===== src/rtl/pc_ctrl_pkg.sv =====
// Shared PC-control encodings between the controller and the PC/return unit.
package pc_ctrl_pkg;
    localparam logic [1:0] PC_SEQ = 2'b00;
    localparam logic [1:0] PC_JMP = 2'b01;
    localparam logic [1:0] PC_RET = 2'b10;
    localparam logic [1:0] PC_BR  = 2'b11;

    localparam int ADDR_W_DEF = 12;
endpackage


===== src/rtl/return_stack.sv =====
// Return-address LIFO: top entry is visible combinationally, no error logic.
// The caller guarantees that push and pop are never asserted together.
module return_stack
    import pc_ctrl_pkg::*;
#(
    parameter int ADDR_W = ADDR_W_DEF,
    parameter int DEPTH  = 8
) (
    input  logic                     clk,
    input  logic                     rst,
    input  logic                     push,
    input  logic                     pop,
    input  logic [ADDR_W-1:0]        wdata,
    output logic [ADDR_W-1:0]        top,
    output logic [$clog2(DEPTH):0]   sp,
    output logic                     empty,
    output logic                     full
);
    localparam int IW  = $clog2(DEPTH);
    localparam int SPW = IW + 1;

    logic [ADDR_W-1:0] r_mem [DEPTH];
    logic [SPW-1:0]    r_sp;
    logic [IW-1:0]     w_top_idx;
    logic              w_wr;

    assign empty     = (r_sp == '0);
    assign full      = (r_sp == SPW'(DEPTH));
    assign w_wr      = push && !full;
    // Only the low bits index the RAM; an empty stack reads a don't-care entry.
    assign w_top_idx = r_sp[IW-1:0] - IW'(1);
    assign top       = r_mem[w_top_idx];
    assign sp        = r_sp;

    always_ff @(posedge clk or posedge rst) begin
        if (rst)                 r_sp <= '0;
        else if (w_wr)           r_sp <= r_sp + SPW'(1);
        else if (pop && !empty)  r_sp <= r_sp - SPW'(1);
    end

    always_ff @(posedge clk) begin
        if (w_wr) r_mem[r_sp[IW-1:0]] <= wdata;
    end
endmodule


===== src/rtl/pc_return_unit.sv =====
// Program counter with return-address stack: next-PC mux, push/pop
// qualification against pc_src, and sticky error flags.
module pc_return_unit
    import pc_ctrl_pkg::*;
#(
    parameter int                ADDR_W   = ADDR_W_DEF,
    parameter int                DEPTH    = 8,
    parameter logic [ADDR_W-1:0] RESET_PC = '0
) (
    input  logic                   clk,
    input  logic                   rst,
    input  logic                   stall,
    input  logic [1:0]             pc_src,
    input  logic                   stack_push,
    input  logic                   stack_pop,
    input  logic [ADDR_W-1:0]      jump_target,
    input  logic [7:0]             branch_offset,
    output logic [ADDR_W-1:0]      pc,
    output logic [ADDR_W-1:0]      pc_plus1,
    output logic [$clog2(DEPTH):0] sp,
    output logic                   stack_empty,
    output logic                   stack_full,
    output logic                   err_overflow,
    output logic                   err_underflow,
    output logic                   err_illegal
);
    logic [ADDR_W-1:0] r_pc;
    logic              r_err_ovf, r_err_unf, r_err_ill;

    logic [ADDR_W-1:0] w_pc_next, w_br_target, w_top;
    logic              w_empty, w_full;
    logic              w_push_ctx, w_pop_ctx, w_illegal;
    logic              w_do_push, w_do_pop;

    assign w_pc_next = '0;
    assign pc_plus1    = r_pc + ADDR_W'(1);
    assign w_br_target = pc_plus1 + {{(ADDR_W-8){branch_offset[7]}}, branch_offset};

    // A push/pop is honoured only when it matches pc_src and the other is idle.
    assign w_push_ctx = stack_push && !stack_pop && (pc_src == PC_JMP);
    assign w_pop_ctx  = stack_pop && !stack_push && (pc_src == PC_RET);
    assign w_illegal  = (stack_push && pc_src != PC_JMP)
                     || (stack_pop  && pc_src != PC_RET)
                     || (stack_push && stack_pop)
                     || (pc_src == PC_RET && !stack_pop);

    assign w_do_push = !stall && w_push_ctx && !w_full;
    assign w_do_pop  = !stall && w_pop_ctx  && !w_empty;

    return_stack #(.ADDR_W(ADDR_W), .DEPTH(DEPTH)) u_stack (
        .clk   (clk),
        .rst   (rst),
        .push  (w_do_push),
        .pop   (w_do_pop),
        .wdata (pc_plus1),
        .top   (w_top),
        .sp    (sp),
        .empty (w_empty),
        .full  (w_full)
    );

    logic [ADDR_W-1:0] w_pc_mux;
    always_comb begin
        w_pc_mux = pc_plus1;
        unique case (pc_src)
            PC_SEQ: w_pc_mux = pc_plus1;
            PC_JMP: w_pc_mux = jump_target;
            PC_RET: w_pc_mux = w_empty ? pc_plus1 : w_top;
            PC_BR:  w_pc_mux = w_br_target;
            default: w_pc_mux = pc_plus1;
        endcase
    end

    always_ff @(posedge clk or posedge rst) begin
        if (rst) begin
            r_pc      <= RESET_PC;
            r_err_ovf <= 1'b0;
            r_err_unf <= 1'b0;
            r_err_ill <= 1'b0;
        end else if (!stall) begin
            r_pc <= w_pc_mux;
            if (w_push_ctx && w_full)  r_err_ovf <= 1'b1;
            if (w_pop_ctx && w_empty)  r_err_unf <= 1'b1;
            if (w_illegal)             r_err_ill <= 1'b1;
        end
    end

    assign pc            = r_pc;
    assign stack_empty   = w_empty;
    assign stack_full    = w_full;
    assign err_overflow  = r_err_ovf;
    assign err_underflow = r_err_unf;
    assign err_illegal   = r_err_ill;

    logic w_unused;
    assign w_unused = ^w_pc_next;
endmodule

===== config.mk =====
export PLATFORM = sky130hd
export DESIGN_NAME = pc_return_unit
export DESIGN_NICKNAME = d
export VERILOG_FILES = /design/src/rtl/pc_ctrl_pkg.sv /design/src/rtl/return_stack.sv /design/src/rtl/pc_return_unit.sv
export SDC_FILE = /design/constraint.sdc
export NUM_CORES = 1
export LEC_CHECK = 0
export ABC_AREA = 1
export CAP_MARGIN = 10
export CORE_MARGIN = 3
export CORE_UTILIZATION = 36
export CTS_CLUSTER_SIZE = 20
export DETAILED_ROUTE_END_ITERATION = 12
export PLACE_DENSITY = 0.56
export SLEW_MARGIN = 20
export SYNTH_ARGS = -nofsm -noshare
export SYNTH_HDL_FRONTEND = slang
export SYNTH_HIERARCHICAL = 1
export SYNTH_SLANG_ARGS = --single-unit

===== constraint.sdc =====
create_clock -name clk -period 4.6 [get_ports clk]
set_clock_uncertainty 0.2 [all_clocks]
set_input_delay 0.46 -clock clk [delete_from_list [all_inputs] [get_ports clk]]
set_output_delay 0.46 -clock clk [all_outputs]
set_load 0.05 [all_outputs]

==> impl_results.md, run 1 <==
- Routed wire per std cell: 16.8 µm
- Maximum number of buffers from clock root to sink: 2
- Crit path capture type: output pin
- Post-synthesis register bit count: between 100 and 150
- Setup tns final: 0 ps
- Arrival time reported for the critical path endpoint: 2940 ps
- Total track usage: 18.3%
- Initial cell density of the core: 36.9%
- Area used by multi-input combinational logic: around 0.0025 mm²
- Crit path launch type: flop
- Antenna violations before repair: 0
- Iteration count of the initial detailed-routing pass: 5
- Post-CTS setup repair buffer count: 0
- Net Count, Synth: 715
- TritonCTS Sinks: 115
- Most frequent standard cell in the layout excluding fill and tap cells: sky130_fd_sc_hd__nor2_1
- Synthesized instance count: around 670
- Standard-cell row count: 47
- Most frequent cells in the layout: 142 x sky130_fd_sc_hd__nor2_1, 107 x sky130_fd_sc_hd__nand2_1, 96 x sky130_fd_sc_hd__edfxtp_1, 81 x sky130_fd_sc_hd__o21ai_0, 58 x sky130_fd_sc_hd__clkdlybuf4s50_1
- Die ar.: ~0.019 mm²
- DR iter-0 viols: 364
- Worst R2R Path Depth: 14
- DP Cell Count: around 940
- Die boundary width: about 140 µm
- Path class of the lowest-slack min-delay path: in2async
- Number of CTS-inserted buffers: 17
- Dominant synthesized flop cell: sky130_fd_sc_hd__edfxtp_1
- Vias: around 4800
- Actual transition at the worst max-transition pin: about 910 ps
- # Max-Cap Violations: 0
- Number of library cell types mapped by synthesis: 39
- Number of primary I/O pins: 60
- Total count of max-transition violations in the final report: 0
- Number of nets with antenna violations after routing: 0
- Fill cells: roughly 1600
- Tightest slew margin relative to the limit: slightly below 40%
- RSZ-0062 raised after global routing: no
- Half-perimeter wire length after detailed placement: approximately 11000 µm
- Resized cells post-CTS: 0
- Count of antenna diodes in the layout: 0
- Clock latency reported for the late side of the worst-skew pair: about 400 ps
- Clock tree from TritonCTS: done
- Total of warnings raised by yosys: 6
- Min Tclk post-route: about 3600 ps
- Weighted congestion reported at the end of routability-driven placement: 0.930
- P&R area growth vs syn: 23.0%
- Biggest fanout along the worst timing path: 13
- Vias per cell: about 5
- Sequential element share of the synthesized area: ~54%
- Combined flip-flop and latch cell area: about 0.0034 mm²
- Outcome: finished, final reports clean
- Reg clk slew, reported paths: 50 ps
- Placeable core region: roughly 0.017 mm²
- Die extent in y: 137 µm
- Remaining Overflow, GRT: 0
- Worst EP required: roughly 4000 ps
- Post-synth top area cell: sky130_fd_sc_hd__edfxtp_1
- DRC: 0
- R2R Setup Slk: 1280 ps
- Final routed wirelength across all metal layers: around 16000 µm
- Total power per unit cell area: approximately 730 mW/mm²
- Synthesized area: ~0.0062 mm²
- Post-route insts no fill: ~970
- Final setup violation count: 0
- Reg2reg end: pc[5]$_DFFE_PP0N_
- Number of global-route vias before repair: 4651
- Static power due to leakage: just over 0.003 µW
- Root buffer cell: sky130_fd_sc_hd__clkbuf_16
- Synth top area cells: sky130_fd_sc_hd__edfxtp_1 47%, sky130_fd_sc_hd__nor2_1 8.6%, sky130_fd_sc_hd__dfrtp_1 7.7%
- Number of nets in the final layout: about 800
- Maximum VDD drop: about 310 µV
- Hold bufs inserted after CTS: 0
- WS Path Type: reg2out
- Wire length of the first global-routing pass: about 26000 µm
- Mean instance size in the synthesized netlist: a little over 9 µm²
- Post-synth EDFFs: 96
- Count of input and output buffers: 59
- Proportion of layout cells with a drive suffix above 1: ~11%
- Source of the worst register-to-register timing path: u_stack/sp[1]$_DFFE_PP0P_
- H-tree Lvls: 4
- Peak clock frequency supported by timing: 0.277 GHz
- Pin count of the biggest net entering global routing: 53
- Count of endpoints failing hold in the final timing report: 0
- Portion of the clock cycle consumed by the worst path in the final layout: 78.4%
- FFs w/ async S/R, synth: around 17%
- Yosys top cell area share: 46.7%
-- cell families (layout without fill, tap and decap cells) --
kind of cell	after synthesis	count (layout)	synth area share (%)
AO/OA/AOI/OAI	143	143	13.6
XOR/XNOR	10	10	1.79
adder cells (fa/ha/maj)	21	21	4.50
buffers and inverters	75	157	5.05
flip-flops	115	115	54.5
AND/OR/NAND/NOR	303	303	20.6
-- power breakdown --
part,internal (µW),switching (µW),total [µW]
Clock,788,438,1230
Combinational,937,1980,2920
Sequential,1310,105,1420
-- how the worst max path moves through the flow --
stage,from,endpoint,slack [ps],cells after the start
3_5_place_dp,u_stack/sp[1]$_DFFE_PP0P_,pc[5]$_DFFE_PP0N_,1240,14
3_3_place_gp,u_stack/sp[1]$_DFFE_PP0P_,pc[11]$_DFFE_PP0N_,1290,13
4_1_cts,pc[2]$_DFFE_PP0N_,pc_plus1[7],1000,5
5_1_grt,pc[2]$_DFFE_PP0N_,pc_plus1[7],900,5
6_report,pc[2]$_DFFE_PP0N_,pc_plus1[7],1000,5
2_1_floorplan,pc[0]$_DFFE_PP0N_,pc[11]$_DFFE_PP0N_,830,16
-- flip-flops by register name, indices dropped and copies added (netlist names) --
signal,flops
err_illegal,1
err_overflow,1
err_underflow,1
pc,12
u_stack/r_mem,96
u_stack/sp,4
-- worst max-delay path, cell delays in order (launching register included) --
cell                              delay [ps]
sky130_fd_sc_hd__dfrtp_1                 510
sky130_fd_sc_hd__nand2_2                 130
sky130_fd_sc_hd__nor2_4                  180
sky130_fd_sc_hd__nand2_2                 120
sky130_fd_sc_hd__xnor2_2                 640
sky130_fd_sc_hd__clkdlybuf4s50_1         950
-- cell usage after synthesis, types with 5 or more instances --
master,number
sky130_fd_sc_hd__clkbuf_1,7
sky130_fd_sc_hd__o21a_2,8
sky130_fd_sc_hd__buf_2,12
sky130_fd_sc_hd__dfrtp_1,19
sky130_fd_sc_hd__nor2_1,142
sky130_fd_sc_hd__a21oi_2,12
sky130_fd_sc_hd__o21ai_0,81
sky130_fd_sc_hd__nand2_2,7
sky130_fd_sc_hd__nand2_1,107
sky130_fd_sc_hd__inv_1,51
sky130_fd_sc_hd__a21oi_1,19
sky130_fd_sc_hd__o21a_1,5
sky130_fd_sc_hd__nand3_1,31
sky130_fd_sc_hd__ha_1,19
sky130_fd_sc_hd__edfxtp_1,96
-- area by class of cell --
cell class,count,share of cell area [%]
Inverter,53,2.62
Multi-Input combinational cell,477,32.9
Tap cell,220,3.63
Sequential cell,115,44.3
Timing Repair Buffer,73,9.30
Clock buffer,21,5.80
Clock inverter,10,1.47
-- metal layers --
layer  up-vias  global-route usage (%)  wire length, µm  part of all wire [%]
met4         0                    6.04              260                   1.6
met3        19                    4.49              761                   4.7
li1       2398                       -                -                     -
met1      2306                    25.5             7790                    48
met5         -                       0                0                     0
met2       125                    28.2             7480                    46
-- through the flow --
stage	hold WS, ps	utilization (%)	cell area, µm²	setup WS, ps	power [µW]
detailed placement	261	42.1	7040	1240	4350
floorplan	26.1	-	6170	826	3480
global placement	251	42.1	7040	1290	4320
CTS	50.4	45.4	7590	999	5590
global route	60.3	45.4	7590	904	5930
finish	60.0	45.4	7590	996	5560
(Power assumes the default switching activity.)
==> inputs of run 2 (changes only) <==
Clock period 4.6 ns to 3.7 ns, I/O delays scaled along.
==> impl_results.md, run 2 (synthesis results as in run 1) <==
- Worst path slowest cell: sky130_fd_sc_hd__clkdlybuf4s50_1
- Final Core Density: a little under half
- WS Path Type: reg2out
- WL met3: about 770 µm
- Post-CTS setup repair buffer count: 0
- Die boundary width: roughly 140 µm
- Number of flip-flops in the largest register: 96
- # Max-Cap Violations: 0
- DP Cell Count: between 900 and 1000
- Count of antenna diodes in the layout: 0
- Outcome: finished, final reports clean
- Most frequent standard cell in the layout excluding fill and tap cells: sky130_fd_sc_hd__nor2_1
- Total count of max-transition violations in the final report: 0
- Maximum VDD drop: 404 µV
- Die extent in y: 137 µm
- Highest metal layer with signal wires: met4
- P&R area growth vs syn: 24.1%
- Standard-cell row count: between 40 and 50
- Switch Pwr: approximately 3200 µW
- DRC: 0
- Arrival time reported for the critical path endpoint: between 2000 and 3000 ps
- Die ar.: approximately 0.019 mm²
- Final setup violation count: 0
- Crit path capture type: output pin
- Static power due to leakage: between 0.003 and 0.004 µW
- Most frequent cells in the layout: 142 x sky130_fd_sc_hd__nor2_1, 107 x sky130_fd_sc_hd__nand2_1, 96 x sky130_fd_sc_hd__edfxtp_1, 81 x sky130_fd_sc_hd__o21ai_0, 57 x sky130_fd_sc_hd__clkdlybuf4s50_1
- Final routed wirelength across all metal layers: 17300 µm
- Fraction of power consumed by sequential logic: between 20% and 30%
- Proportion of layout cells with a drive suffix above 1: between 10% and 20%
- Power share of the clock group: between 20% and 30%
- Clock latency reported for the late side of the worst-skew pair: ~400 ps
- Number of primary I/O pins: 60
- Met1 Routed Length: about 7700 µm
- TritonCTS Sinks: 115
- Biggest fanout along the worst timing path: 11
- Placeable core region: about 0.017 mm²
- Resized cells post-CTS: 0
- Placed inst area: slightly above 0.007 mm²
- Relative contribution of combinational cells to total power: between 50% and 60%
- Number of CTS-inserted buffers: 17
- Count of input and output buffers: 59
- Switching part of the total power: around 46%
- Crit path launch type: flop
- Total met2 wirelength after detailed routing: 8520 µm
- Actual transition at the worst max-transition pin: ~720 ps
- Root buffer cell: sky130_fd_sc_hd__clkbuf_16
- Total power per unit cell area: about 910 mW/mm²
- Reg clk slew, reported paths: 60 ps
- Initial cell density of the core: 36.9%
- Largest stage delay on the critical path: 890 ps
- Worst-path cell chain: ha_1, nand3_2, nor3_2, nand3b_1, and2_1, inv_1, clkdlybuf4s50_1
- Min Tclk post-route: around 3500 ps
- Half-perimeter wire length after detailed placement: between 10000 and 15000 µm
- Peak clock frequency supported by timing: about 0.29 GHz
- Tightest slew margin relative to the limit: around 51%
- Post-Layout Inst Area: ~0.0077 mm²
- Setup tns final: 0 ps
- Pin count of the biggest net entering global routing: 53
- Number of nets in the final layout: slightly below 800
- Antenna violations before repair: 0
- Total track usage: between 10% and 20%
- DR iter-0 viols: roughly 410
- Wire length of the first global-routing pass: 27300 µm
- Cell Int Power: 3790 µW
- Vias: just under 5000
- Routed wire per std cell: 17.7 µm
- Weighted congestion reported at the end of routability-driven placement: approximately 0.94
- H-tree Lvls: 4
- RSZ-0062 raised after global routing: no
- Portion of the clock cycle consumed by the worst path in the final layout: between 90% and 100%
- Number of nets with antenna violations after routing: 0
- Remaining Overflow, GRT: 0
- Maximum number of buffers from clock root to sink: 2
- Count of endpoints failing hold in the final timing report: 0
- Number of global-route vias before repair: 4941
- Post-route insts no fill: slightly below 1000
- Vias per cell: approximately 5.1
- Clock tree from TritonCTS: done
- Worst EP required: about 3100 ps
- Iteration count of the initial detailed-routing pass: 7
- Path class of the lowest-slack min-delay path: reg2reg
## run 2: cell types whose count changed in the layout (fill, tap and decap cells not counted), sizes merged
cell,previous run,this run
clkdlybuf4s50,58,57
buf,15,21
clkinvlp,2,4
dlygate4sd3,0,1
clkbuf,21,17
clkinv,6,9
## run 2: final timing paths
kind,cells after the start,startpoint,slack [ps],endpoint
setup / recovery,7,pc[0]$_DFFE_PP0N_,220,pc_plus1[10]
hold / removal,1,err_illegal$_DFFE_PP0P_,250,err_illegal$_DFFE_PP0P_
setup reg to reg,16,pc[0]$_DFFE_PP0N_,530,pc[11]$_DFFE_PP0N_
hold reg to reg,1,err_illegal$_DFFE_PP0P_,250,err_illegal$_DFFE_PP0P_
max in group asynchronous,3,rst,2130,pc[4]$_DFFE_PP0N_
min in group asynchronous,3,rst,540,u_stack/sp[3]$_DFFE_PP0P_
## run 2: through the flow
step                total power (µW)  setup slack (ps)  hold WS, ps
floorplan                       4330               303        -63.9
global placement                5420               551          242
detailed placement              5440               525          245
CTS                             7020               208          258
global route                    7430              35.8          293
finish                          6970               224          253
## run 2: cell type report
cell class | count | area, µm²
Sequential cell | 115 | 3360
Clock inverter | 15 | 143
Fill cell | 1608 | 9040
Timing Repair Buffer | 79 | 751
Tap cell | 220 | 275
Clock buffer | 17 | 425
Inverter | 53 | 199
Multi-Input combinational cell | 477 | 2500
## run 2: layer usage
metal	vias to the layer above	GRT usage, %
met5	-	0
met4	0	6.82
met3	17	3.82
met2	151	32.7
met1	2379	25.1
li1	2412	-
## run 2: critical path, delay by kind of cell, from the launching register on
| kind | cells | cell delay [ps] |
|---|---|---|
| fa+ha+maj | 1 | 230 |
| flops | 1 | 430 |
| simple gates | 4 | 650 |
| buf+inv | 2 | 1200 |
## run 2: power by group through the flow
stage          clock, µW  sequential, µW  combinational, µW
5_1_grt             1640            1770               4020
3_5_place_dp           0            1780               3660
3_3_place_gp           0            1780               3630
2_1_floorplan          0            2030               2310
6_report            1560            1760               3660
4_1_cts             1580            1760               3680
## run 2: repair_timing
action                     in CTS  in global routing
hold endpoints to repair        4                  0
setup endpoints to repair       0                  0
hold buffers                    1                  0
